`config.mk`:
```
export PLATFORM = sky130hd
export DESIGN_NAME = vec_dot_acc_flat
export DESIGN_NICKNAME = d
export VERILOG_FILES = /design/src/rtl/vec_dot_acc_if.sv /design/src/rtl/vec_dot_acc.sv /design/src/flat_wrapper.sv
export SDC_FILE = /design/constraint.sdc
export NUM_CORES = 2
export LEC_CHECK = 0
export ABC_AREA = 1
export BUFFER_PORTS_ARGS = -buffer_cell sky130_fd_sc_hd__buf_2
export CAP_MARGIN = 20
export CORE_MARGIN = 2
export CORE_UTILIZATION = 42
export CTS_CLUSTER_DIAMETER = 30
export DETAILED_ROUTE_END_ITERATION = 8
export HOLD_SLACK_MARGIN = 0.15
export PLACE_DENSITY_LB_ADDON = 0.3
export SLEW_MARGIN = 20
export SYNTH_ARGS = -nofsm -noshare
export SYNTH_HDL_FRONTEND = slang
export SYNTH_SLANG_ARGS = --single-unit
export TNS_END_PERCENT = 100
```
`constraint.sdc`:
```
create_clock -name clk -period 14.04 [get_ports clk]
set_input_delay 1.404 -clock clk [delete_from_list [all_inputs] [get_ports clk]]
set_output_delay 1.404 -clock clk [all_outputs]
set_load 0.005 [all_outputs]
```
`src/rtl/vec_dot_acc_if.sv`:
```
// Beat/result handshake bundle for vec_dot_acc: x/k lanes with accumulation
// sideband in, saturating signed result out, valid/ready on both sides.
interface vec_dot_acc_if #(
   parameter int C     = 8,
   parameter int W_X   = 8,
   parameter int W_K   = 8,
   parameter int W_ACC = 32
);
   logic                    in_valid;
   logic                    in_ready;
   logic [C*W_X-1:0]        x;
   logic [C*W_K-1:0]        k;
   logic                    in_acc;
   logic                    in_last;
   logic                    out_valid;
   logic                    out_ready;
   logic signed [W_ACC-1:0] y;
   logic                    out_ovf;

   modport master (
      output in_valid, x, k, in_acc, in_last, out_ready,
      input  in_ready, out_valid, y, out_ovf
   );

   modport slave (
      input  in_valid, x, k, in_acc, in_last, out_ready,
      output in_ready, out_valid, y, out_ovf
   );
endinterface

```
`src/rtl/vec_dot_acc.sv`:
```
// Pipelined signed dot-product engine: input register, lane multiply, adder tree,
// then a saturating multi-beat accumulator; the whole pipe stalls on back-pressure.
module vec_dot_acc #(
   parameter int C     = 8,
   parameter int W_X   = 8,
   parameter int W_K   = 8,
   parameter int W_ACC = 32
) (
   input  logic         clk,
   input  logic         rst,
   vec_dot_acc_if.slave bus
);
   localparam int DEPTH = (C > 1) ? $clog2(C) : 0;
   localparam int C_PAD = 1 << DEPTH;
   localparam int W_M   = W_X + W_K;
   localparam int W_Y   = W_M + DEPTH;
   localparam int W_W   = W_ACC + 1;
   localparam int NST   = DEPTH + 2;
   localparam int NODES = 2 * C_PAD;

   generate
      if (C < 1 || W_ACC < W_Y) begin : g_param_check
         $error("vec_dot_acc: need C >= 1 and W_ACC >= W_Y");
      end
   endgenerate

   typedef enum logic [0:0] {
      ST_IDLE = 1'b0,
      ST_RUN  = 1'b1
   } state_t;

   // Returns {saturated, clamped a+b}, computed one bit wider than the operands.
   function automatic logic [W_ACC:0] sat_add(input logic signed [W_ACC-1:0] a,
                                              input logic signed [W_ACC-1:0] b);
      logic signed [W_ACC:0] wide;
      logic [W_ACC:0]        res;
      wide = W_W'(a) + W_W'(b);
      if (wide[W_ACC] != wide[W_ACC-1]) begin
         res = {1'b1, wide[W_ACC], {(W_ACC-1){~wide[W_ACC]}}};
      end else begin
         res = {1'b0, wide[W_ACC-1:0]};
      end
      return res;
   endfunction

   logic                    adv_s;
   logic [C*W_X-1:0]        x_q;
   logic [C*W_K-1:0]        k_q;
   logic [NST-1:0]          v_q;
   logic [NST-1:0]          acc_q;
   logic [NST-1:0]          last_q;
   logic signed [W_Y-1:0]   node_q [1:NODES-1];
   logic signed [W_Y-1:0]   node_d [1:NODES-1];

   state_t                  state_q, state_d;
   logic signed [W_ACC-1:0] acc_reg_q, acc_reg_d;
   logic                    ovf_reg_q, ovf_reg_d;
   logic                    out_valid_q, out_valid_d;
   logic signed [W_ACC-1:0] y_q, y_d;
   logic                    out_ovf_q, out_ovf_d;
   logic signed [W_ACC-1:0] s_ext_s;
   logic signed [W_ACC-1:0] sum_s;
   logic                    sat_s;

   assign adv_s         = !out_valid_q || bus.out_ready;
   assign bus.in_ready  = adv_s;
   assign bus.out_valid = out_valid_q;
   assign bus.y         = y_q;
   assign bus.out_ovf   = out_ovf_q;

   // Heap-ordered tree: leaves C_PAD.. hold lane products, node 1 is the full sum.
   generate
      for (genvar g = 0; g < C_PAD; g++) begin : g_lane
         if (g < C) begin : g_mul
            logic signed [W_X-1:0] xl_s;
            logic signed [W_K-1:0] kl_s;
            logic signed [W_M-1:0] prod_s;
            assign xl_s   = x_q[g*W_X +: W_X];
            assign kl_s   = k_q[g*W_K +: W_K];
            assign prod_s = W_M'(xl_s) * W_M'(kl_s);
            assign node_d[C_PAD+g] = W_Y'(prod_s);
         end else begin : g_pad
            assign node_d[C_PAD+g] = '0;
         end
      end
      for (genvar n = 1; n < C_PAD; n++) begin : g_add
         assign node_d[n] = node_q[2*n] + node_q[2*n+1];
      end
   endgenerate

   // Pipeline registers with valid/sideband; everything holds while stalled.
   always_ff @(posedge clk or posedge rst) begin
      if (rst) begin
         x_q    <= '0;
         k_q    <= '0;
         v_q    <= '0;
         acc_q  <= '0;
         last_q <= '0;
         for (int n = 1; n < NODES; n++) begin
            node_q[n] <= '0;
         end
      end else if (adv_s) begin
         x_q    <= bus.x;
         k_q    <= bus.k;
         v_q    <= {v_q[NST-2:0], bus.in_valid};
         acc_q  <= {acc_q[NST-2:0], bus.in_acc};
         last_q <= {last_q[NST-2:0], bus.in_last};
         node_q <= node_d;
      end
   end

   assign s_ext_s = W_ACC'(node_q[1]);

   // Accumulator FSM and output selection for the beat leaving the tree.
   always_comb begin
      state_d     = state_q;
      acc_reg_d   = acc_reg_q;
      ovf_reg_d   = ovf_reg_q;
      out_valid_d = 1'b0;
      y_d         = y_q;
      out_ovf_d   = out_ovf_q;
      {sat_s, sum_s} = sat_add(acc_reg_q, s_ext_s);
      if (v_q[NST-1]) begin
         if (!acc_q[NST-1]) begin
            out_valid_d = 1'b1;
            y_d         = s_ext_s;
            out_ovf_d   = 1'b0;
         end else begin
            case (state_q)
               ST_IDLE: begin
                  acc_reg_d = s_ext_s;
                  ovf_reg_d = 1'b0;
                  if (last_q[NST-1]) begin
                     out_valid_d = 1'b1;
                     y_d         = s_ext_s;
                     out_ovf_d   = 1'b0;
                  end else begin
                     state_d = ST_RUN;
                  end
               end
               ST_RUN: begin
                  acc_reg_d = sum_s;
                  ovf_reg_d = ovf_reg_q | sat_s;
                  if (last_q[NST-1]) begin
                     out_valid_d = 1'b1;
                     y_d         = sum_s;
                     out_ovf_d   = ovf_reg_q | sat_s;
                     state_d     = ST_IDLE;
                  end else begin
                     state_d = ST_RUN;
                  end
               end
               default: begin
                  state_d = ST_IDLE;
               end
            endcase
         end
      end else begin
         state_d = state_q;
      end
   end

   // Accumulator state and registered outputs.
   always_ff @(posedge clk or posedge rst) begin
      if (rst) begin
         state_q     <= ST_IDLE;
         acc_reg_q   <= '0;
         ovf_reg_q   <= 1'b0;
         out_valid_q <= 1'b0;
         y_q         <= '0;
         out_ovf_q   <= 1'b0;
      end else if (adv_s) begin
         state_q     <= state_d;
         acc_reg_q   <= acc_reg_d;
         ovf_reg_q   <= ovf_reg_d;
         out_valid_q <= out_valid_d;
         y_q         <= y_d;
         out_ovf_q   <= out_ovf_d;
      end
   end
endmodule
```
`src/flat_wrapper.sv`:
```
// flat-port wrapper written by rule: the top's interface ports become plain ports
module vec_dot_acc_flat 
#(
   parameter int C     = 8,
   parameter int W_X   = 8,
   parameter int W_K   = 8,
   parameter int W_ACC = 32
)
  (clk, rst, bus_in_valid, bus_x, bus_k, bus_in_acc, bus_in_last, bus_out_ready, bus_in_ready, bus_out_valid, bus_y, bus_out_ovf);
  vec_dot_acc_if #(.C(C), .W_X(W_X), .W_K(W_K), .W_ACC(W_ACC)) bus_i ();
  input  logic clk;
  input  logic rst;
  input wire logic [$bits(bus_i.in_valid)-1:0] bus_in_valid;
  input wire logic [$bits(bus_i.x)-1:0] bus_x;
  input wire logic [$bits(bus_i.k)-1:0] bus_k;
  input wire logic [$bits(bus_i.in_acc)-1:0] bus_in_acc;
  input wire logic [$bits(bus_i.in_last)-1:0] bus_in_last;
  input wire logic [$bits(bus_i.out_ready)-1:0] bus_out_ready;
  output wire logic [$bits(bus_i.in_ready)-1:0] bus_in_ready;
  output wire logic [$bits(bus_i.out_valid)-1:0] bus_out_valid;
  output wire logic [$bits(bus_i.y)-1:0] bus_y;
  output wire logic [$bits(bus_i.out_ovf)-1:0] bus_out_ovf;
  assign bus_i.in_valid = bus_in_valid;
  assign bus_i.x = bus_x;
  assign bus_i.k = bus_k;
  assign bus_i.in_acc = bus_in_acc;
  assign bus_i.in_last = bus_in_last;
  assign bus_i.out_ready = bus_out_ready;
  assign bus_in_ready = bus_i.in_ready;
  assign bus_out_valid = bus_i.out_valid;
  assign bus_y = bus_i.y;
  assign bus_out_ovf = bus_i.out_ovf;
  vec_dot_acc #(.C(C), .W_X(W_X), .W_K(W_K), .W_ACC(W_ACC)) u_core (.clk(clk), .rst(rst), .bus(bus_i));
endmodule
```
==> out/results.ini <==
[status]
outcome = completed

[floorplan]
die_w_um = 335
die-area_um2 = 112000
pin_count = 169
num_rows = 121
start_util = 0.423
core_um2 = 109000
die_y_um = 335

[global_route]
track_usage = 0.202
grt_overflow = 0
grt_max_degree = 216
grt_antenna_before_repair = 3
top_usage_layer = met2
grt_pass1_wl_um = 186000
first_global_vias = 37816
grtUsageMet2 = 0.346
use_met1 = 0.262
grt.met3_usage = 0.0289

[detailed_routing]
route.detailed.drc = 0
routed_wl_um = 108000
vias_per_cell = 4.78
wl_per_cell_um = 14.1
drt_iter0_drc = 1910
drt-pass1-iter-count = 7
postRouteAntennaNets = 0
route.vias.total = 36812

[setup_path]
critical_path_required_ps = 14580
cp_data_arrival_time_ps = 5160
setup.worst_path.end_class = flop
critical_path.max_fanout = 9
worstSetupStartpointType = flop
worstSetupPathType = flop to flop

[synthesis]
muxShareOfSynthArea = 0
yosys-top-cells-count = nand2_1 (1923), inv_1 (1306), dfrtp_1 (464)
yosys_register_bits = 464
ys_seq_area_frac = 0.253
synth_top_family_by_area = adder cells
synth-xor-area-share = 0.0282
synth_compound_gate_area_share = 0.0840
avgSynthCellArea_um2 = 7.54
synthCells = 6092
synth_nets = 7054
ys_warn_count = 0
synth_edf_count = 0
synth_async_sr_flop_share = 1.00
synth_fa_ha_area_frac = 0.299
yosysTopAreaCell = dfrtp_1
syn_area_um2 = 45900
ys_types = 50
synthTopCellsByArea = dfrtp_1 (25%), fa_1 (20%), nand2_1 (16%), inv_1 (11%), ha_1 (10%)
synth_top_area_share = 0.253
ys.flop_type = dfrtp_1
yosysMostFrequentCell = nand2_1
synth_simple_gate_area_share = 0.207

[place]
place_hpwl_um = 83500
io_buffers = 168
gp_congestion = 0.879
placement.cell_area_um2 = 47700
preCtsSetupSlack_ps = 9450

[clock_network]
ctsHoldBuffers = 0
post_cts_buffers = 0
clockBufferDepth = 3
cts_tree = built
cts.sinks = 464
h-tree-depth = 4
clk_pin_slew_ps = 40
cts_resized = 0
clkLatencyLatePin_ps = 710
cts_made_buffers = 131
clock_tree.root_cell = clkbuf_16

[flow_run]
drv_cap = 0

[sta]
hold_violations = 0
setup_tns_ps = 0
fin_skew_ps = 30.0
drv_slew = 0
fin_crit_sh = 0.329
max-slew-margin-rel = 0.289
setup_viol = 0
setup_ws_ps = 9420
rsz0062_at_grt = no
fin_crit_ps = 4620
fmax_mhz = 217
worst_pin_slew_ps = 1070

[min_path]
min_path_type = flop to flop

[layout]
fin_nets = 7138
syn_to_final_growth_pct = 14.3
final_cell_area_um2 = 52500
fillCellCount = 10637
multiInputGateArea_um2 = 28400
regArea_um2 = 11600
drive_gt1_frac = 0.0755

[area by class of cell]
| type | count | share of cell area |
|---|---|---|
| timing repair buffer | 186 | 0.0191 |
| multi-input combinational | 4087 | 0.541 |
| antenna | 2 | 0.0000953 |
| inverter | 1306 | 0.0935 |
| clock buffer | 162 | 0.0689 |
| sequential | 464 | 0.221 |
| clock inverter | 77 | 0.0228 |
| tap | 1414 | 0.0337 |
[sequential cells by signal, indices dropped and copies added (netlist names)]
name and cells:
u_core.node_q 253, u_core.k_q 64, u_core.x_q 64, u_core.acc_reg_q 32, u_core.bus.y 32, u_core.acc_q 5, u_core.last_q 5, u_core.v_q 5
u_core.bus.out_ovf 1, u_core.bus.out_valid 1, u_core.ovf_reg_q 1, u_core.state_q 1
[critical path, stage by stage (launching register included)]
cell       delay, ps
dfrtp_1          570
nand2_1          220
fa_1             700
inv_1            120
fa_1             510
inv_1             50
fa_1             490
inv_1             50
fa_1             460
ha_1             350
nand2_1           90
nor3_1           260
nand3_1          160
o2111ai_1        140
xor2_1           180
o21ai_0           90
[kinds of logic (layout without fill, tap and decap cells)]
family / count (synthesis) / in the layout
xor gates and xnor gates: 148 / 148
and+or+nand+nor: 2412 / 2412
other: 0 / 2
AOI/OAI and AO/OA: 699 / 699
DFF: 464 / 464
buffers and inverters: 1541 / 1731
adders and majority gates: 828 / 828
[stage by stage]
stage	instances	hold WS [ps]	util
floorplan	6092	442	-
finish	7698	463	0.483
detailed placement	7457	460	0.439
global route	7696	498	0.483
global placement	7457	455	0.439
CTS	7696	468	0.483
[placed cells by master (no fill, tap or decap), types with 11 or more instances in the layout]
master / netlist / final
xor2_1: 85 / 85
buf_2: 0 / 168
xnor2_1: 63 / 63
clkbuf_1: 216 / 11
buf_4: 2 / 15
nand2_1: 1923 / 1923
dfrtp_1: 464 / 464
o2111ai_1: 14 / 14
inv_1: 1306 / 1304
bufinv_16: 0 / 22
a31oi_1: 41 / 41
clkinv_2: 0 / 19
nor2_1: 217 / 216
a21o_1: 14 / 14
nand4_1: 11 / 11
inv_6: 0 / 12
nor3_1: 32 / 32
or2_2: 37 / 37
fa_1: 448 / 448
o31ai_1: 11 / 11
o21ai_0: 299 / 299
ha_1: 380 / 380
o21bai_1: 20 / 20
clkbuf_16: 0 / 133
a21oi_1: 252 / 252
nand3_1: 161 / 161
clkbuf_8: 6 / 18
[layer usage]
metal,part of all wire,up-vias
li1,-,18637
met1,0.46,17426
met2,0.48,576
met3,0.036,171
met4,0.027,2
met5,0.00012,-
[path summary, 6_finish.rpt]
| check | to | cells past startpoint | startpoint | slack, ps |
|---|---|---|---|---|
| max | u_core.node_q[148]$_DFFE_PP0N_ | 15 | u_core.k_q[2]$_DFFE_PP0N_ | 9420 |
| min | u_core.acc_q[3]$_DFFE_PP0N_ | 2 | u_core.acc_q[2]$_DFFE_PP0N_ | 460 |
| max reg2reg | u_core.node_q[148]$_DFFE_PP0N_ | 15 | u_core.k_q[2]$_DFFE_PP0N_ | 9420 |
| min reg2reg | u_core.acc_q[3]$_DFFE_PP0N_ | 2 | u_core.acc_q[2]$_DFFE_PP0N_ | 460 |
| max in group asynchronous | u_core.x_q[31]$_DFFE_PP0N_ | 5 | rst | 10800 |
| min in group asynchronous | u_core.k_q[52]$_DFFE_PP0N_ | 3 | rst | 960 |
Power is not shown: default switching activity piles up to over one toggle a cycle in this logic, so the estimate is an artifact.
